--- src/rtl/lfsr_pkg.sv ---
// lfsr_pkg: shared types for the shift/LFSR unit.
// Mode and FSM encodings plus the legacy 8-bit tap mask.
package lfsr_pkg;

  typedef enum logic [2:0] {
    MODE_HOLD = 3'd0,
    MODE_LOAD = 3'd1,
    MODE_SHR  = 3'd2,
    MODE_SHL  = 3'd3,
    MODE_LFSR = 3'd4
  } mode_e;

  typedef enum logic [1:0] {
    IDLE,
    RUN,
    DONE
  } state_e;

  localparam logic [7:0] DEFAULT_TAPS8 = 8'h27;

endpackage

--- src/rtl/lfsr_next_value.sv ---
// lfsr_next_value: one combinational step of the register.
// Unknown modes hold; next_sout is 0 when nothing shifts.
module lfsr_next_value
  import lfsr_pkg::*;
#(
  parameter int WIDTH = 8
) (
  input  logic [WIDTH-1:0] po,
  input  logic             sin,
  input  logic [WIDTH-1:0] taps,
  input  mode_e            mode,
  output logic [WIDTH-1:0] next_po,
  output logic             next_sout
);

  logic fb;

  assign fb = ^(po & taps);

  // Decode the mode into the next register value and shifted-out bit
  always_comb begin
    next_po   = po;
    next_sout = 1'b0;
    unique case (1'b1)
      (mode == MODE_SHR): begin
        next_po   = {sin, po[WIDTH-1:1]};
        next_sout = po[0];
      end
      (mode == MODE_SHL): begin
        next_po   = {po[WIDTH-2:0], sin};
        next_sout = po[WIDTH-1];
      end
      (mode == MODE_LFSR): begin
        next_po   = {fb, po[WIDTH-1:1]};
        next_sout = po[0];
      end
      default: begin
        next_po   = po;
        next_sout = 1'b0;
      end
    endcase
  end

endmodule

--- src/rtl/lfsr_shift_unit.sv ---
// lfsr_shift_unit: burst shift register / Fibonacci LFSR.
// Option macro LFSR_LOCKUP_RECOVER_EN reseeds an all-zero LFSR.
module lfsr_shift_unit
  import lfsr_pkg::*;
#(
  parameter int             WIDTH     = 8,
  parameter int             MAX_STEPS = 255,
  parameter logic [WIDTH-1:0] SEED    = {{(WIDTH-1){1'b0}}, 1'b1},
  localparam int            CW        = $clog2(MAX_STEPS + 1)
) (
  input  logic             CLK,
  input  logic             rst_n,
  input  logic             start,
  input  mode_e            mode,
  input  logic [CW-1:0]    steps,
  input  logic [WIDTH-1:0] load_val,
  input  logic             sin,
  input  logic [WIDTH-1:0] taps,
  output logic [WIDTH-1:0] po,
  output logic             sout,
  output logic             busy,
  output logic             done,
  output logic             lockup
);

  state_e           state_q, state_d;
  mode_e            mode_q, mode_d;
  logic [CW-1:0]    cnt_q, cnt_d;
  logic [WIDTH-1:0] po_q, po_d;
  logic             sout_q, sout_d;
  logic             lock_q, lock_d;
  logic [WIDTH-1:0] nv_po;
  logic             nv_sout;
  logic             shifting;

  lfsr_next_value #(
    .WIDTH (WIDTH)
  ) u_next (
    .po        (po_q),
    .sin       (sin),
    .taps      (taps),
    .mode      (mode_q),
    .next_po   (nv_po),
    .next_sout (nv_sout)
  );

  assign shifting = (mode_q == MODE_SHR) ||
                    (mode_q == MODE_SHL) ||
                    (mode_q == MODE_LFSR);

  // State, counter and datapath registers
  always_ff @(posedge CLK or negedge rst_n) begin
    if (!rst_n) begin
      state_q <= IDLE;
      mode_q  <= MODE_HOLD;
      cnt_q   <= '0;
      po_q    <= SEED;
      sout_q  <= 1'b0;
      lock_q  <= 1'b0;
    end else begin
      state_q <= state_d;
      mode_q  <= mode_d;
      cnt_q   <= cnt_d;
      po_q    <= po_d;
      sout_q  <= sout_d;
      lock_q  <= lock_d;
    end
  end

  // Next-state, counter and register update for the burst FSM
  always_comb begin
    state_d = state_q;
    mode_d  = mode_q;
    cnt_d   = cnt_q;
    po_d    = po_q;
    sout_d  = sout_q;
    unique case (state_q)
      IDLE: begin
        if (start) begin
          mode_d = mode;
          if (mode == MODE_LOAD) begin
            po_d    = load_val;
            state_d = DONE;
          end else if (steps == '0) begin
            state_d = DONE;
          end else begin
            cnt_d   = steps;
            state_d = RUN;
          end
        end
      end
      RUN: begin
        po_d = nv_po;
        if (shifting) sout_d = nv_sout;
`ifdef LFSR_LOCKUP_RECOVER_EN
        if ((mode_q == MODE_LFSR) && (po_q == '0)) begin
          po_d   = SEED;
          sout_d = 1'b0;
        end
`endif
        cnt_d = cnt_q - CW'(1);
        if (cnt_q == CW'(1)) state_d = DONE;
      end
      DONE: begin
        state_d = IDLE;
      end
      default: begin
        state_d = IDLE;
      end
    endcase
    lock_d = (po_d == '0) && (mode_d == MODE_LFSR);
  end

  assign po     = po_q;
  assign sout   = sout_q;
  assign busy   = (state_q == RUN);
  assign done   = (state_q == DONE);
  assign lockup = lock_q;

endmodule

--- config.mk ---
export PLATFORM = sky130hd
export DESIGN_NAME = lfsr_shift_unit
export DESIGN_NICKNAME = d
export VERILOG_FILES = /design/src/rtl/lfsr_pkg.sv /design/src/rtl/lfsr_next_value.sv /design/src/rtl/lfsr_shift_unit.sv
export SDC_FILE = /design/constraint.sdc
export NUM_CORES = 1
export LEC_CHECK = 0
export CORE_MARGIN = 2
export CORE_UTILIZATION = 35
export DETAILED_ROUTE_END_ITERATION = 10
export SETUP_SLACK_MARGIN = 0.2
export SYNTH_ARGS = -nofsm -noshare
export SYNTH_HDL_FRONTEND = slang
export SYNTH_HIERARCHICAL = 1
export SYNTH_SLANG_ARGS = --single-unit
--- constraint.sdc ---
create_clock -name CLK -period 4.43 [get_ports CLK]
set_input_delay 1.329 -clock CLK [delete_from_list [all_inputs] [get_ports CLK]]
set_output_delay 1.329 -clock CLK [all_outputs]
set_load 0.02 [all_outputs]
==> results of run 1 <==
[synth_stat cells (all sizes together), types with 2 or more instances]
cell type	count
or4	2
a211oi	5
mux2	3
mux2i	2
xnor2	5
o22a	2
nand2	24
buf	4
nor4	3
nor2	19
a2bb2oi	6
o2bb2ai	2
nor3b	2
and2	2
nor2b	3
and3	3
nand3	6
clkbuf	4
xor2	2
and4bb	2
inv	6
o22ai	9
o31ai	4
nand2b	8
dfrtp	22
o21ai	12
ha	2
nor3	7
a21oi	17
[power breakdown]
group / switching, µW / internal, µW
Combinational: 368 / 381
Clock: 65.4 / 62.7
Sequential: 177 / 305
[area by class of cell]
type	instances	area [µm²]	share of cell area
timing repair buffer	42	420	0.198
clock inverter	1	5.00	0.00236
sequential	23	577	0.272
inverter	6	22.5	0.0106
multi-input combinational	159	988	0.466
tap	52	65.1	0.0307
clock buffer	3	41.3	0.0195
[critical path: cells and delay by family (launching register included)]
family        cells  cell delay, ns
simple gates      1            0.32
buf+inv           2            0.95
flops             1            0.65
[worst paths after layout]
| check | start | to | slack (ns) | cells after the start |
|---|---|---|---|---|
| max | state_q[0] | busy | 0.92 | 3 |
| min | state_q[1] | state_q[1] | 0.51 | 1 |
| max reg2reg | mode_q[1] | lockup | 1.52 | 10 |
| min reg2reg | state_q[1] | state_q[1] | 0.51 | 1 |
| max in group asynchronous | rst_n | po[1] | 2.20 | 1 |
| min in group asynchronous | rst_n | cnt_q[5] | 1.62 | 1 |
[state kept, by name, summed over array words and instances, names as in the netlist]
name	count
state_q	2
sout	1
mode_q	3
lockup	1
cnt_q	8
po	8
[placed cells by master (no fill, tap or decap), types with 3 or more instances in the layout]
cell type        netlist  routed
nor4_1                 3       3
a2bb2oi_1              6       6
xnor2_1                5       5
nor2_1                19      19
mux2_2                 3       3
o22ai_1                9       9
clkdlybuf4s50_1        0      42
a21oi_1               17      17
o21ai_0               11      11
o31ai_1                4       4
dfrtp_1               22      22
nand2_1               24      24
nand3_1                6       6
clkbuf_8               0       3
inv_1                  5       5
nand2b_1               7       7
a211oi_1               5       5
nor3_1                 7       7
[cells by family (layout without fill, tap and decap cells)]
group / Yosys count / count (layout) / share of synthesized area
xor+xnor: 7 / 7 / 0.0373
compound gates: 61 / 61 / 0.236
mux: 5 / 5 / 0.0328
flops: 23 / 23 / 0.351
buf+inv: 14 / 52 / 0.0465
fa+ha+maj: 2 / 2 / 0.0152
simple gates: 84 / 84 / 0.280
[stage by stage]
step	instances	util	total power, µW	instance area (µm²)
2_1_floorplan	196	-	1030	1640
3_3_place_gp	282	0.466	1240	2070
3_5_place_dp	282	0.466	1230	2070
4_1_cts	286	0.477	1370	2120
5_1_grt	286	0.477	1500	2120
6_report	286	0.477	1360	2120
[per-layer routing]
metal	routed length, µm	GRT usage	share of wire	vias to the layer above
met5	0	0	0	-
met4	25	0.0432	0.0058	0
met3	213	0.0222	0.050	2
met2	2110	0.326	0.49	38
met1	1950	0.237	0.45	718
li1	-	-	-	791
==> metrics.txt, run 1 <==
WL per Instance=15.0 µm; nets=~270; Worst-Skew Late Latency=0.26 ns; H-tree lvl count=1; Post-synth EDFFs=0; critical path type=reg2out; I/O pin total=between 40 and 50; final setup TNS=0 ns; drt pass-1 iters=4; initial antenna violation count=0; number of core rows=24; RSZ-0062 raised after global routing=no; CTS root buf=clkbuf_8; distinct cell type count after synthesis=43; peak supply drop=roughly 0.23 mV; power per cell area=roughly 640 mW/mm²; Total GRT Usage=0.183; Max Cap Viol=0; DRT iter0 DRCs=55; worst path required time=3.10 ns; WP data arrival=approximately 2.2 ns; global-route wire length before repair=around 7.6 mm; Worst-path clk slew=approximately 0.080 ns; clock sink total=23; Slew HR=0.322; worst hold path class=reg2reg; Mapped Nets=229; die width=slightly above 70 µm; Startpoint Class=flop; Fin. Hold Viols=0; CP peak stage delay=roughly 0.66 ns; Synth Flop Type=dfrtp_1; layout cells sized above 1=0.0726; TritonCTS clock tree=yes; #FFs+latches synth=23; Post-Place Setup Slack=between 0.8 and 0.9 ns; Core Area=roughly 0.0044 mm²; Avg Inst Size Synth=~8.4 µm²; gpl congestion=~0.79; cts bufs inserted=3; post-CTS sizing=0; worst setup slack after layout=0.916 ns; crit path max-delay cell type=clkdlybuf4s50_1; Worst Skew=roughly 0.00062 ns; Initial Utilization=0.369; Synth area leaders=dfrtp_1, nand2_1, a21oi_1; leading area contributor after synthesis=dfrtp_1; Hold Slack=0.511 ns; Routed WL=roughly 4.3 mm; CP endpoint kind=output pin; post-layout min period=roughly 3.5 ns; vias after detailed routing=approximately 1,500; GRT Residual Overflow=0; fill cell count=462; crit path cell chain=nand2b_1, inv_1, clkdlybuf4s50_1; # diodes=0; leak pwr=~0.00081 µW; Max Freq=around 0.28 GHz; postcts setup bufs=0; final setup fails=0; Post-synth ARST share=1.00; status=finished, final reports clean; final slew viol count=0; Max FO, Critical Path=15; die area=between 0.005 and 0.006 mm²; Seq/Total Area, Yosys=0.351; Hold Buf Count CTS=0; Max Buffers Root-to-Sink=2; Slew @ Worst Pin=1.01 ns; vias per cell=between 5 and 6; vias in the first global route=roughly 1,500; synth warn=6; IO Port Bufs=42; largest net degree at the start of global routing=24; Mapped Cells=about 200; top cell type's share of synthesized area=0.335; antenna viol nets, final=0; period utilisation layout=0.793; die extent in y=just over 70 µm; area grow syn2layout=29.1%; HPWL after detailed placement=roughly 3.2 mm; Syn Std Cell Area=0.00164 mm²; # DRC=0
Note: power is estimated with default switching activity, not from simulation.
==> inputs of run 2 (changes only) <==
==> constraint.sdc (replaced) <==
create_clock -name CLK -period 3.15 [get_ports CLK]
set_input_delay 0.945 -clock CLK [delete_from_list [all_inputs] [get_ports CLK]]
set_output_delay 0.945 -clock CLK [all_outputs]
set_load 0.02 [all_outputs]
==> run 2 against run 1 <==
  * Critical path depth grew 7
  * Combinational power grew 62%
  * Clock skew up 0.0057 ns
  * Count of clock-buffer cells in the layout up 1
  * Die area did not move
  * Total power grew 50%
  * Hold slack improved by 0.0048 ns
  * Sequential cell count is the same
  * Clock power grew 41%
==> metrics.txt, run 2 (synthesized netlist as in run 1, its figures left out) <==
Max Cap Viol=0 (unchanged); Initial Utilization=0.369 (unchanged); drt pass-1 iters=5 (+1); total chip power=2040 µW (+50%); WL per Instance=15.2 µm (+1.2%); Fin. Hold Viols=0 (unchanged); largest net degree at the start of global routing=24 (unchanged); first element of the critical path=sin; worst hold path class=reg2reg; die area=0.00525 mm² (unchanged); RR Startpoint=mode_q[2]; I/O pin total=43 (unchanged); HPWL after detailed placement=3.32 mm (+3.2%); GRT Residual Overflow=0 (unchanged); CP endpoint=lockup; Worst-path clk slew=0.08 ns (about the same); # diodes=0 (unchanged); FF-to-FF End=lockup; cts bufs inserted=3 (unchanged); global-route wire length before repair=7.45 mm (-1.8%); WP data arrival=2.98 ns (+0.80 ns); fill cell count=448 (-3.0%); Post-Layout Cell Count=293 (+2.4%); die width=72.5 µm (unchanged); layout cells sized above 1=0.129 (+0.0560); number of core rows=24 (unchanged); leak pwr=0.000929 µW (+14%); H-tree lvl count=1 (unchanged); R2R Setup Slk=0.53 ns (-0.99 ns); gpl congestion=0.796 (+0.13%); DRT iter0 DRCs=81 (+47%); Hold Buf Count CTS=0 (unchanged); final slew viol count=0 (unchanged); CTS root buf=clkbuf_8; Routed WL=4.46 mm (+3.7%); critical path type=in2reg; most frequent cells in the layout=clkdlybuf4s50_1, dfrtp_1, nand2_1; Max FO, Critical Path=3 (-12); RSZ-0062 raised after global routing=no; r2r worst-path depth=10 (unchanged); initial antenna violation count=0 (unchanged); IO Port Bufs=42 (unchanged); worst path required time=3.35 ns (+0.25 ns); vias per cell=5.43 (+0.19%); Slew HR=0.693 (+0.371); final setup TNS=0 ns (unchanged); antenna viol nets, final=0 (unchanged); vias in the first global route=1,505 (-2.8%); nets=275 (+2.6%); post-layout min period=around 2.8 ns; power per cell area=910 mW/mm² (+42%); peak supply drop=0.333 mV (+44%); # DRC=0 (unchanged); area grow syn2layout=36.3%; Worst-Skew Late Latency=0.26 ns (about the same); fin util=0.503 (+0.0265); Startpoint Class=primary input; period utilisation layout=0.883; postcts setup bufs=0 (unchanged); Max Buffers Root-to-Sink=2 (unchanged); TritonCTS clock tree=yes; status=finished, final reports clean; clock sink total=23 (unchanged); CP endpoint kind=flop; die extent in y=72.5 µm (unchanged); Max Freq=between 0.3 and 0.4 GHz; Core Area=0.00444 mm² (unchanged); Worst Skew=0.00630 ns (+0.00568 ns); final setup fails=0 (unchanged); Placed Cells=289 (+2.5%); Slew @ Worst Pin=0.461 ns (-0.553 ns); most common cell after layout, fill and taps aside=clkdlybuf4s50_1; Total GRT Usage=0.182 (-0.000897); vias after detailed routing=1,590 (+2.6%)
-- run 2: how the worst min path moves through the flow --
stage / startpoint / cells after the start / to / slack (ns)
2_1_floorplan: cnt_q[4] / 1 / cnt_q[4] / 0.47
3_3_place_gp: cnt_q[5] / 1 / cnt_q[5] / 0.50
3_5_place_dp: cnt_q[4] / 1 / cnt_q[4] / 0.50
4_1_cts: cnt_q[4] / 1 / cnt_q[4] / 0.51
5_1_grt: cnt_q[6] / 1 / cnt_q[6] / 0.55
6_report: cnt_q[4] / 1 / cnt_q[4] / 0.52
-- run 2: power breakdown --
part	switching [µW]	internal, µW	leakage (µW)
combinational	594	616	0.000646
sequential	215	430	0.000261
clock	90.5	90.1	0.0000228
total	899	1140	0.000929
-- run 2: area by class of cell --
type	instances	area, µm²	area share
multi-input combinational	159	1040	0.464
inverter	6	22.5	0.0101
timing repair buffer	49	489	0.219
tap	52	65.1	0.0291
clock buffer	4	45.0	0.0201
sequential	23	577	0.258
-- run 2: routing by layer --
| metal | track usage | wire [µm] | up-vias | part of all wire |
|---|---|---|---|---|
| li1 | - | - | 814 | - |
| met1 | 0.230 | 2020 | 741 | 0.45 |
| met2 | 0.322 | 2220 | 33 | 0.50 |
| met3 | 0.0181 | 168 | 2 | 0.038 |
| met4 | 0.0679 | 44 | 0 | 0.0099 |
| met5 | 0 | 0 | - | 0 |
-- run 2: critical path, cell delays in order --
cell	delay, ns
clkdlybuf4s50_1	0.45
a21oi_1	0.14
nor2_1	0.05
a211oi_1	0.22
a21oi_1	0.08
nand2b_4	0.15
o31ai_4	0.06
a2bb2oi_2	0.09
or4_1	0.50
and4bb_2	0.29
-- run 2: what timing repair did --
item | 4_1_cts | 5_1_grt
gates resized for setup | 1 | 16
setup endpoints to repair | 1 | 1
cloned | 0 | 0
pin swaps | 7 | 10
hold endpoints to repair | 0 | 0
-- run 2: metrics by stage --
stage                     worst slack [ns]  hold slack [ns]  area [µm²]
after floorplan                      0.502            0.467        1640
after global placement             -0.0617            0.498        2130
after detailed placement           -0.0880            0.496        2130
after CTS                            0.212            0.513        2170
after global routing                 0.238            0.546        2240
final                                0.369            0.516        2240
